### config.mk
export PLATFORM = sky130hd
export DESIGN_NAME = detector
export DESIGN_NICKNAME = d
export VERILOG_FILES = /design/src/rtl/detector.sv
export SDC_FILE = /design/constraint.sdc
export NUM_CORES = 1
export LEC_CHECK = 0
export BUFFER_PORTS_ARGS = -buffer_cell sky130_fd_sc_hd__buf_2
export CAP_MARGIN = 40
export CORE_AREA = 8 8 98 100
export CTS_CLUSTER_SIZE = 14
export DETAILED_ROUTE_END_ITERATION = 8
export DIE_AREA = 0 0 106 108
export GPL_ROUTABILITY_DRIVEN = 0
export GPL_TIMING_DRIVEN = 0
export PLACE_DENSITY_LB_ADDON = 0.08
export SKIP_CTS_REPAIR_TIMING = 1
export SYNTH_ARGS = -nofsm -noshare
export SYNTH_HDL_FRONTEND = slang
export SYNTH_SLANG_ARGS = --single-unit
export TNS_END_PERCENT = 100
### constraint.sdc
create_clock -name clk -period 2.82 [get_ports clk]
set_input_delay 0.282 -clock clk [delete_from_list [all_inputs] [get_ports clk]]
set_output_delay 0.282 -clock clk [all_outputs]
set_load 0.02 [all_outputs]
### src/rtl/detector.sv
// detector: HC-SR04 style trigger generator and echo pulse-width timer.
module detector #(
    parameter int TRIG_CYCLES    = 10,
    parameter int TIMEOUT_CYCLES = 65535
) (
    input  logic        clk,
    input  logic        rst,
    input  logic        ask_echo,
    input  logic        echo,
    output logic        valid,
    output logic        trig,
    output logic [15:0] echo_time
);
    typedef enum logic [1:0] {IDLE, TRIG, WAIT, MEASURE} state_t;
    localparam logic [15:0] TRIG_LAST = 16'(TRIG_CYCLES - 1);
    localparam logic [15:0] WAIT_LAST = 16'(TIMEOUT_CYCLES - 1);
    state_t state, state_n;
    logic [2:0] ask_s, echo_s, warm;
    logic [15:0] cnt, cnt_n;
    logic fin, done, ask_rise, echo_rise;
    // warm keeps the zeroed synchronizers from faking a request edge right after reset
    assign ask_rise = warm[2] & ask_s[1] & ~ask_s[2];
    assign echo_rise = echo_s[1] & ~echo_s[2];
    always_ff @(posedge clk) begin
        if (rst) begin
            ask_s <= '0;
            echo_s <= '0;
            warm <= '0;
            state <= IDLE;
            cnt <= '0;
            fin <= 1'b0;
            trig <= 1'b0;
            valid <= 1'b0;
            echo_time <= '0;
        end else begin
            ask_s <= {ask_s[1:0], ask_echo};
            echo_s <= {echo_s[1:0], echo};
            warm <= {warm[1:0], 1'b1};
            state <= state_n;
            cnt <= cnt_n;
            fin <= done;
            trig <= (state == TRIG);
            valid <= fin | (valid & (state != TRIG));
            echo_time <= fin ? cnt : echo_time;
        end
    end
    always_comb begin
        state_n = state;
        cnt_n = cnt;
        done = 1'b0;
        case (state)
            IDLE: begin
                if (ask_rise && !fin) begin
                    state_n = TRIG;
                    cnt_n = '0;
                end
            end
            TRIG: begin
                state_n = (cnt == TRIG_LAST) ? WAIT : TRIG;
                cnt_n = (cnt == TRIG_LAST) ? 16'd0 : cnt + 16'd1;
            end
            WAIT: begin
                if (echo_rise) begin
                    state_n = MEASURE;
                    cnt_n = 16'd1;
                end else if (cnt == WAIT_LAST) begin
                    state_n = IDLE;
                    cnt_n = 16'hFFFF;
                    done = 1'b1;
                end else begin
                    cnt_n = cnt + 16'd1;
                end
            end
            MEASURE: begin
                if (!echo_s[1] || &cnt) begin
                    state_n = IDLE;
                    done = 1'b1;
                end else begin
                    cnt_n = cnt + 16'd1;
                end
            end
            default: state_n = IDLE;
        endcase
    end
endmodule

Word-level counts from Yosys, hierarchy flattened

Index checks and enable logic that the tools add are counted.

Flip-flop bits (word level): 46
Output and inout bits: 18
Input port bits: 4

Mux-type cells: 17
Reduce and logical (&&, ||, !) cells: 8
Bitwise logic cells: 7
Eq/ne operators: 10
$add $sub $neg: 1

Operators by type and width:

| operator                                              | number |
|---|---|
| two-way mux 16 bit                                    | 5 |
| one-hot mux 16 bit (4 select lines)                   | 1 |
| adder 16 x 1 -> 16 bit (second input constant)        | 1 |
| equality test 16 bit (second input constant)          | 1 |
| equality test 16 x 4 -> 1 bit (second input constant) | 1 |
| AND reduction 16 bit                                  | 1 |
| two-way mux 2 bit                                     | 5 |
| one-hot mux 2 bit (4 select lines)                    | 1 |
| != test 2 bit (second input constant)                 | 3 |
| AND 1 bit                                             | 4 |
| equality test 2 bit (second input constant)           | 2 |
| two-way mux 1 bit                                     | 4 |
| != test 3 bit (second input constant)                 | 1 |
| AND reduction 3 bit                                   | 1 |
| equality test 2 x 1 -> 1 bit (second input constant)  | 1 |
| logical NOT 1 bit                                     | 2 |
| logical NOT 2 bit                                     | 1 |
| != test 2 x 1 -> 1 bit (second input constant)        | 1 |
| inverter 1 bit                                        | 2 |
| one-hot mux 1 bit (2 select lines)                    | 1 |
| AND reduction 2 bit                                   | 1 |
| logical AND 1 bit                                     | 1 |
| logical OR 1 bit                                      | 1 |
| OR 1 bit                                              | 1 |

Depth between registers and ports, before layout

Gate-level depths: netlist of run 1.

Depth after elaboration: 5
Mapped depth: 8
Depth with buffers taken out: 7

Least setup slack after synthesis of run 1

No wires, ideal clock.

Path kind: register -> register
From: reg cnt[0]
To: reg cnt[7]
Path slack: 0.936 ns
Data arrival time: 1.762 ns
Required time: 2.698 ns
Setup time: 0.122 ns
Cell stages (with the launch flop): 9
Cell sequence: dfxtp_1 -> ha_1 -> and3_1 -> buf_6 -> and4_4 -> o221ai_2 -> buf_6 -> and3_1 -> a221o_1

Cells in the longest elaborated chain, start to end: 4

RTL lines:

| what                                                                       | RTL line   | RTL |
|---|---|---|
| start: declaration                                                         | 19         | `logic [15:0] cnt, cnt_n;` |
| start signal: assignment                                                   | 40         | `cnt <= cnt_n;` |
| adder 16 x 1 -> 16 bit, or another cell as far along                       | 60, 71, 79 |  |
| two-way mux 16 bit or logical OR 1 bit (tied branches)                     | 66, 75     |  |
| two-way mux 16 bit or != test 2 bit (tied branches)                        | -          |  |
| one-hot mux 16 bit (4 select lines) or AND reduction 2 bit (tied branches) | -          |  |

Parallel ways exist; a longest one is shown, timed or not. The select of a mux whose other input is x is not followed.
A chain may end at the register's enable or synchronous reset.

Worst setup path after layout of run 1

From: reg cnt[0]
To: reg cnt[8]

The elaborated chain is that of the path after synthesis.

==> flow_metrics.env, run 1 <==
export IMPL_outcome="complete, no violations"
export IMPL_antenna_found_initial=0
export IMPL_power_switching_mw=0.248
export IMPL_rsz0062_at_grt="false"
export IMPL_finalSetupViolCount=0
export IMPL_yosysUniqueCellTypes=44
export IMPL_path_class="reg -> reg"
export IMPL_cts_buffers=5
export IMPL_worst_slew_pin_slew_ns=0.722
export IMPL_overflow=0
export IMPL_slew_viol_final=0
export IMPL_p_leak_nw=0.964
export IMPL_portBuffers=21
export IMPL_dp_hpwl_um=4210
export IMPL_synth_nets=257
export IMPL_ys_ff_latch=46
export IMPL_pwr_share_seq=0.558
export IMPL_antenna_cells=0
export IMPL_syn_to_final_growth_pct=15.5
export IMPL_fin_crit_ns=2.30
export IMPL_p_total_mw=1.18
export IMPL_cp_slowest_cell="dfxtp_1"
export IMPL_synth_edf_count=0
export IMPL_slowest_delay_ns=0.51
export IMPL_via_count=1861
export IMPL_period_share=0.814
export IMPL_wirelength_um=5910
export IMPL_p_comb_frac=0.027
export IMPL_vias_per_cell=4.85
export IMPL_p_int_mw=0.930
export IMPL_drt_iter0_drc=133
export IMPL_startpoint_type="flop"
export IMPL_start_util=0.274
export IMPL_die_x_um=106
export IMPL_powerDensity_nw_per_um2=462
export IMPL_grt_max_degree=14
export IMPL_regArea_um2=921
export IMPL_fillers=854
export IMPL_synthArstFlopShare=0
export IMPL_final_cell_count_no_fill=384
export IMPL_clock_skew_ns=0.00590
export IMPL_pwr_share_clk=0.415
export IMPL_synth_flop_cell="dfxtp_1"
export IMPL_fmax_mhz=436
export IMPL_final_nets=285
export IMPL_crit_chain="ha_1, and3_1, buf_6, nand4_2, o21ai_2, buf_4, a21oi_1, o32ai_1"
export IMPL_cts_sinks=46
export IMPL_clk_latency_ns=0.30
export IMPL_yosysWarnings=0
export IMPL_ir_worst_vdd_mv=0.176
export IMPL_worst_hold_path_type="in -> reg"
export IMPL_clk_pin_slew_ns=0.09
export IMPL_cp_end_kind="flop"
export IMPL_drive_above_1_share=0.168
export IMPL_arrival_ns=2.50
export IMPL_route_detailed_drc=0
export IMPL_grt_use_total=0.109
export IMPL_die_y_um=108
export IMPL_syn_inst=250
export IMPL_r2r_slack_ns=0.52
export IMPL_rows=33
export IMPL_hold_violations=0
export IMPL_yosysSeqAreaShare=0.417
export IMPL_design_core_area_um2=8050
export IMPL_wire_per_inst_um=15.4
export IMPL_dp_cells=376
export IMPL_grt_pass1_wl_um=9840
export IMPL_cts_buffer_depth=2
export IMPL_setup_tns_ns=0
export IMPL_postRouteAntennaNets=0
export IMPL_maxSlewHeadroom=0.519
export IMPL_grt_pass1_vias=1870
export IMPL_crit_family="compound AO/OA/AOI/OAI gates"
export IMPL_dr_pass1_iters=4
export IMPL_cap_violations=0
export IMPL_cts_tree="yes"
export IMPL_syn_area_per_cell_um2=8.82
export IMPL_pin_count=22
export IMPL_syn_area_um2=2210
export IMPL_switching_share=0.211
export IMPL_cp_num_buf_inv=2
export IMPL_cts_root_buffer_cell="clkbuf_8"
export IMPL_htree_num_levels=2
export IMPL_cp_required_ns=3.02
export IMPL_worst_path_max_fanout=10
export IMPL_multi_input_area_um2=1120
export IMPL_die_area_um2=11400
==> cells in the final DEF, fill, tap and decap left out, types with 4 or more instances in the layout <==
master,n
mux2i_1,16
a21oi_1,18
o21ai_0,9
nand2_1,16
buf_2,28
clkbuf_8,5
a31oi_1,4
dfxtp_1,46
and4_1,5
nor2b_1,9
nor2_1,27
nand3_1,7
inv_1,14
o32ai_1,8
and3_1,6
nand4_1,8
clkbuf_1,6
buf_6,4
==> power groups by stage <==
| stage | Clock [mW] | Sequential [mW] | Combinational [mW] |
|---|---|---|---|
| floorplan | 0 | 0.672 | 0.0207 |
| finish | 0.489 | 0.658 | 0.0322 |
| detailed placement | 0 | 0.673 | 0.0329 |
| global placement | 0 | 0.673 | 0.0332 |
| global route | 0.533 | 0.659 | 0.0364 |
| CTS | 0.511 | 0.658 | 0.0330 |
==> layer usage <==
| metal | part of all wire | GRT usage | vias up | wire (um) |
|---|---|---|---|---|
| met2 | 0.45 | 0.172 | 27 | 2660 |
| met5 | 0 | 0 | - | 0 |
| met4 | 0.013 | 0.0392 | 0 | 78 |
| met1 | 0.50 | 0.143 | 869 | 2970 |
| met3 | 0.034 | 0.0238 | 7 | 200 |
| li1 | - | - | 958 | - |
==> worst paths after layout <==
check | startpoint | end | depth (start not counted)
setup reg to reg | cnt[0] | cnt[8] | 8
hold / removal | echo | echo_s[0] | 2
setup / recovery | cnt[0] | cnt[8] | 8
hold reg to reg | echo_s[0] | echo_s[1] | 1
==> area by class of cell <==
cell class | count | share of cell area
repair buffers | 21 | 0.0412
multi-input cells | 172 | 0.440
clock inverters | 1 | 0.0118
flip-flops and latches | 46 | 0.361
plain buffers | 18 | 0.0432
inverters | 14 | 0.0206
clock buffers | 7 | 0.0299
well taps | 105 | 0.0515
==> cell usage after synthesis (all sizes together), types with 2 or more instances <==
cell type	count	area share
and3	6	0.017
mux2i	16	0.073
nand4	9	0.028
or3	3	0.0085
nand2b	2	0.0057
nor3	3	0.0068
and4	6	0.025
nor2	27	0.046
o21ai	10	0.024
buf	14	0.043
nor4b	2	0.014
nor2b	9	0.026
dfxtp	46	0.42
and2	3	0.0085
o32ai	8	0.032
a31oi	4	0.011
a21oi	18	0.041
nor4	4	0.014
ha	3	0.017
a221o	3	0.014
clkbuf	4	0.0068
nand2	16	0.027
inv	14	0.024
nand3	7	0.016
==> flip-flops by register name, summed over array words and instances, names as in the netlist <==
register,count
echo_s,3
ask_s,3
cnt,16
warm,3
valid,1
trig,1
echo_time,16
fin,1
state,2
==> cells by family (layout without fill, tap and decap cells) <==
kind of cell | count (synthesis) | count (layout) | synth area share
AOI/OAI and AO/OA | 54 | 54 | 0.168
muxes | 16 | 16 | 0.0726
adders and majority gates | 3 | 3 | 0.0170
buffers and inverters | 32 | 61 | 0.0737
DFF | 46 | 46 | 0.417
and+or+nand+nor | 98 | 98 | 0.247
xor gates and xnor gates | 1 | 1 | 0.00397
==> stage by stage <==
stage	setup slack (ns)	util	hold WS (ns)	cell area (um^2)
floorplan	0.936	-	0.402	2210
global placement	0.501	0.303	0.422	2440
detailed placement	0.549	0.303	0.424	2440
CTS	0.522	0.317	0.176	2550
global route	0.289	0.317	0.182	2550
finish	0.524	0.317	0.182	2550
Power figures use the tool's default switching activity.
==> run 2, diff against run 1 <==
--- a/config.mk
+++ b/config.mk
@@ -5,12 +5,13 @@
 export SDC_FILE = /design/constraint.sdc
 export NUM_CORES = 1
 export LEC_CHECK = 0
+export ABC_AREA = 1
 export BUFFER_PORTS_ARGS = -buffer_cell sky130_fd_sc_hd__buf_2
 export CAP_MARGIN = 40
-export CORE_AREA = 8 8 98 100
+export CORE_AREA = 8 8 99 101
 export CTS_CLUSTER_SIZE = 14
 export DETAILED_ROUTE_END_ITERATION = 8
-export DIE_AREA = 0 0 106 108
+export DIE_AREA = 0 0 107 109
 export GPL_ROUTABILITY_DRIVEN = 0
 export GPL_TIMING_DRIVEN = 0
 export PLACE_DENSITY_LB_ADDON = 0.08
==> constraint.sdc (replaced) <==
create_clock -name clk -period 1.85 [get_ports clk]
set_input_delay 0.185 -clock clk [delete_from_list [all_inputs] [get_ports clk]]
set_output_delay 0.185 -clock clk [all_outputs]
set_load 0.02 [all_outputs]
==> flow_metrics.env, run 2 <==
export IMPL_cts_buffers=5
export IMPL_top_regs="cnt: 16 flops, echo_time: 16 flops"
export IMPL_pwr_share_clk=0.376
export IMPL_drive_above_1_share=0.152
export IMPL_switching_share=0.286
export IMPL_postRouteAntennaNets=0
export IMPL_p_int_mw=1.52
export IMPL_p_leak_nw=1.22
export IMPL_final_cell_count_no_fill=477
export IMPL_power_switching_mw=0.606
export IMPL_die_y_um=109
export IMPL_worst_path_max_fanout=10
export IMPL_die_area_um2=11700
export IMPL_period_share=0.916
export IMPL_synth_common_cells="nand2_1, dfxtp_1, nor2_1, inv_1, a21oi_1"
export IMPL_yosys_cell_count_top_type="nand2_1"
export IMPL_wire_per_inst_um=13.0
export IMPL_final_nets=375
export IMPL_drt_iter0_drc=135
export IMPL_p_comb_frac=0.141
export IMPL_design_core_area_um2=8380
export IMPL_synth_top_area_frac=0.407
export IMPL_cts_sinks=46
export IMPL_fmax_mhz=590
export IMPL_fin_crit_ns=1.70
export IMPL_grt_pass1_wl_um=10400
export IMPL_setup_tns_ns=0
export IMPL_yosysSeqAreaShare=0.407
export IMPL_rr_startpoint="cnt[0]"
export IMPL_maxSlewHeadroom=0.637
export IMPL_synth_nets=344
export IMPL_syn_area_um2=2260
export IMPL_slew_viol_final=0
export IMPL_antenna_cells=0
export IMPL_route_detailed_drc=0
export IMPL_synth_flop_cell="dfxtp_1"
export IMPL_yosysWarnings=0
export IMPL_yosys_area_top_type="dfxtp_1"
export IMPL_dr_pass1_iters=4
export IMPL_antenna_found_initial=0
export IMPL_dp_hpwl_um=4670
export IMPL_powerDensity_nw_per_um2=789
export IMPL_clock_skew_ns=0.00989
export IMPL_arrival_ns=1.94
export IMPL_vias_per_cell=4.39
export IMPL_yosysUniqueCellTypes=26
export IMPL_pre_cts_slack_ns=-0.137
export IMPL_via_count=2094
export IMPL_crit_start="cnt[0]"
export IMPL_finalWorstSetupSlack_ns=0.155
export IMPL_cts_buffer_depth=2
export IMPL_portBuffers=21
export IMPL_hold_violations=0
export IMPL_synthTopCellsByArea="dfxtp_1, nand2_1, nor2_1"
export IMPL_rows=34
export IMPL_clk_latency_ns=0.31
export IMPL_start_util=0.270
export IMPL_startpoint_type="flop"
export IMPL_syn_inst=337
export IMPL_finalSetupViolCount=0
export IMPL_cap_violations=0
export IMPL_wirelength_um=6200
export IMPL_grt_use_total=0.114
export IMPL_ir_worst_vdd_mv=0.310
export IMPL_die_x_um=107
export IMPL_htree_num_levels=2
export IMPL_clk_pin_slew_ns=0.10
export IMPL_dp_cells=466
export IMPL_worst_slew_pin_slew_ns=0.544
export IMPL_grt_max_degree=17
export IMPL_cp_end_kind="flop"
export IMPL_pin_count=22
export IMPL_layout_commonest_cell="nand2_1"
export IMPL_syn_to_final_growth_pct=18.9
export IMPL_synthArstFlopShare=0
export IMPL_cp_required_ns=2.10
export IMPL_outcome="complete, no violations"
export IMPL_overflow=0
export IMPL_hold_ws_ns=0.0751
export IMPL_min_from="ask_echo"
export IMPL_synth_edf_count=0
export IMPL_grt_pass1_vias=2018
export IMPL_cts_root_buffer_cell="clkbuf_8"
export IMPL_ys_ff_latch=46
export IMPL_worst_hold_path_type="in -> reg"
export IMPL_path_class="reg -> reg"
export IMPL_pwr_share_seq=0.482
export IMPL_syn_area_per_cell_um2=6.71
export IMPL_rsz0062_at_grt="false"
export IMPL_cts_tree="yes"
export IMPL_final_cell_mix="nand2_1, nor2_1, inv_1, dfxtp_1, a21oi_1"
==> run 2: cell types whose count changed in the layout (fill, tap and decap cells not counted), moves of 13 or more <==
cell	previous run	this run
a21oi_1	18	31
inv_1	14	41
mux2i_1	16	0
nand2_1	16	86
nand3_1	7	22
nor2_1	27	43
==> run 2: worst paths after layout <==
kind,end,slack [ns],depth (start not counted)
min reg2reg,ask_s[1],0.40,2
max reg2reg,cnt[15],0.15,10
min,ask_s[0],0.08,3
max,cnt[15],0.15,10
==> run 2: power groups by stage <==
stage	clock network (mW)	logic, mW	registers, mW
finish	0.798	0.300	1.02
CTS	0.831	0.274	1.03
floorplan	0	0.180	1.05
global placement	0	0.276	1.05
detailed placement	0	0.272	1.05
global route	0.870	0.334	1.03
==> run 2: cell families (layout without fill, tap and decap cells) <==
logic type	Yosys count	after routing	share of synthesized area
adder cells (fa/ha/maj)	3	3	0.0166
buffers and inverters	53	85	0.0930
AND/OR/NAND/NOR	173	173	0.332
flip-flops	46	46	0.407
AO/OA/AOI/OAI	58	58	0.136
XOR/XNOR	4	4	0.0155
==> run 2: per-stage QoR <==
stage               power [mW]  cell area (um^2)  utilization
global route              2.23              2690        0.321
detailed placement        1.32              2500        0.298
floorplan                 1.23              2260            -
global placement          1.32              2500        0.298
CTS                       2.13              2620        0.312
finish                    2.12              2690        0.321
==> run 2: routing by layer <==
| metal | track usage | vias to the layer above | wire, um |
|---|---|---|---|
| met5 | 0 | - | 0 |
| met2 | 0.176 | 33 | 2750 |
| met1 | 0.154 | 925 | 3210 |
| li1 | - | 1130 | - |
| met4 | 0.0452 | 0 | 76 |
| met3 | 0.0189 | 6 | 168 |
==> run 2: critical path, stage by stage (launching register included) <==
cell,delay [ns]
dfxtp_4,0.38
ha_2,0.21
inv_1,0.07
nor2_4,0.15
nand2_4,0.10
o21ai_4,0.20
nand2_4,0.08
nand2_4,0.11
buf_6,0.16
nand2_1,0.05
a21oi_1,0.14
==> run 2: area by class of cell <==
| cell class | instances | area [um^2] |
|---|---|---|
| clock inverters | 3 | 47.5 |
| repair buffers | 24 | 128 |
| fillers | 923 | 5690 |
| clock buffers | 5 | 68.8 |
| inverters | 42 | 158 |
| plain buffers | 11 | 57.6 |
| multi-input cells | 238 | 1160 |
| flip-flops and latches | 46 | 932 |
| well taps | 108 | 135 |
==> run 3, diff against run 2 <==
--- a/config.mk
+++ b/config.mk
@@ -8,10 +8,10 @@
 export ABC_AREA = 1
 export BUFFER_PORTS_ARGS = -buffer_cell sky130_fd_sc_hd__buf_2
 export CAP_MARGIN = 40
-export CORE_AREA = 8 8 99 101
+export CORE_AREA = 8 8 96 98
 export CTS_CLUSTER_SIZE = 14
 export DETAILED_ROUTE_END_ITERATION = 8
-export DIE_AREA = 0 0 107 109
+export DIE_AREA = 0 0 104 106
 export GPL_ROUTABILITY_DRIVEN = 0
 export GPL_TIMING_DRIVEN = 0
 export PLACE_DENSITY_LB_ADDON = 0.08
==> flow_metrics.env, run 3 (synthesis gave the netlist of run 2 again) <==
export IMPL_cts_buffers=5
export IMPL_cts_root_buffer_cell="clkbuf_8"
export IMPL_cp_num_buf_inv=3
export IMPL_arrival_ns=1.91
export IMPL_fmax_mhz=597
export IMPL_grt_pass1_vias=2077
export IMPL_die_x_um=104
export IMPL_overflow=0
export IMPL_layout_commonest_cell="nand2_1"
export IMPL_postRouteAntennaNets=0
export IMPL_fillers=880
export IMPL_utilization=0.340
export IMPL_cts_sinks=46
export IMPL_start_util=0.288
export IMPL_grt_use_total=0.118
export IMPL_path_class="reg -> reg"
export IMPL_via_count=2059
export IMPL_rows=33
export IMPL_dp_hpwl_um=4580
export IMPL_p_total_mw=2.07
export IMPL_portBuffers=21
export IMPL_cp_end_kind="flop"
export IMPL_slew_viol_final=0
export IMPL_cp_required_ns=2.08
export IMPL_pin_count=22
export IMPL_final_cell_mix="nand2_1, nor2_1, inv_1"
export IMPL_design_core_area_um2=7850
export IMPL_clock_skew_ns=0.00786
export IMPL_hold_violations=0
export IMPL_powerDensity_nw_per_um2=777
export IMPL_die_area_um2=11000
export IMPL_grt_max_degree=15
export IMPL_clk_pin_slew_ns=0.09
export IMPL_slowest_delay_ns=0.37
export IMPL_worst_slew_pin_slew_ns=0.581
export IMPL_drive_above_1_share=0.148
export IMPL_grt_pass1_wl_um=10500
export IMPL_die_y_um=106
export IMPL_worst_hold_path_type="in -> reg"
export IMPL_htree_num_levels=2
export IMPL_crit_family="simple AND/OR/NAND/NOR gates"
export IMPL_p_leak_nw=1.20
export IMPL_fin_crit_ns=1.67
export IMPL_vias_per_cell=4.37
export IMPL_ir_worst_vdd_mv=0.312
export IMPL_outcome="complete, no violations"
export IMPL_wirelength_um=6210
export IMPL_final_nets=372
export IMPL_finalWorstSetupSlack_ns=0.176
export IMPL_dr_pass1_iters=4
export IMPL_cp_slowest_cell="dfxtp_4"
export IMPL_maxSlewHeadroom=0.613
export IMPL_period_share=0.905
export IMPL_cts_buffer_depth=2
export IMPL_clk_latency_ns=0.30
export IMPL_worst_path_max_fanout=10
export IMPL_top_regs="cnt: 16 flops, echo_time: 16 flops"
export IMPL_wire_per_inst_um=13.2
export IMPL_finalSetupViolCount=0
export IMPL_hold_ws_ns=0.0810
export IMPL_cts_tree="yes"
export IMPL_syn_to_final_growth_pct=18.0
export IMPL_crit_chain="inv_1, ha_1, inv_1, nor2_1, and2_1, nand3_4, buf_6, nand2_1, nand2_1, a21oi_1"
export IMPL_drt_iter0_drc=117
export IMPL_pre_cts_slack_ns=-0.122
export IMPL_route_detailed_drc=0
export IMPL_antenna_cells=0
export IMPL_startpoint_type="flop"
export IMPL_cap_violations=0
export IMPL_antenna_found_initial=0
## run 3: changes by cell type in the layout (fill, tap and decap cells not counted), sizes merged
cell / before / now
inv: 43 / 41
buf: 28 / 25
clkbuf: 12 / 13
clkinvlp: 0 / 1
## run 3: per-stage QoR
stage	cell area [um^2]	TNS, ns	cells
2_1_floorplan	2260	0	337
3_3_place_gp	2500	-1.05	463
3_5_place_dp	2500	-0.996	463
4_1_cts	2610	-1.40	471
5_1_grt	2670	-0.00526	471
6_report	2670	0	471
## run 3: per-layer routing
layer | global-route usage | wire length [um]
met1 | 0.158 | 3300
met2 | 0.189 | 2650
met3 | 0.0224 | 189
met4 | 0.0372 | 74
met5 | 0 | 0
## run 3: path summary, 6_finish.rpt
check	startpoint	end	slack, ns	cells after the start
min reg2reg	ask_s[0]	ask_s[1]	0.40	2
min	echo	echo_s[0]	0.08	3
max	cnt[0]	cnt[4]	0.18	10
max reg2reg	cnt[0]	cnt[4]	0.18	10
## run 3: cell type report
type	instances	area, um^2	area share
clock buffers	6	72.6	0.0272
flip-flops and latches	46	936	0.351
well taps	105	131	0.0492
clock inverters	2	37.5	0.0141
multi-input cells	238	1170	0.437
repair buffers	22	113	0.0422
plain buffers	10	53.8	0.0202
inverters	42	158	0.0591
## run 3: tightest hold or removal path, cell delays in order
cell and delay, ns:
buf_2 0.09, inv_1 0.04, nor2_1 0.03
## run 3: power breakdown
| part | internal [mW] | switching [mW] | total [mW] |
|---|---|---|---|
| Clock | 0.404 | 0.365 | 0.769 |
| Sequential | 1.01 | 0.0135 | 1.02 |
| Combinational | 0.0746 | 0.206 | 0.281 |
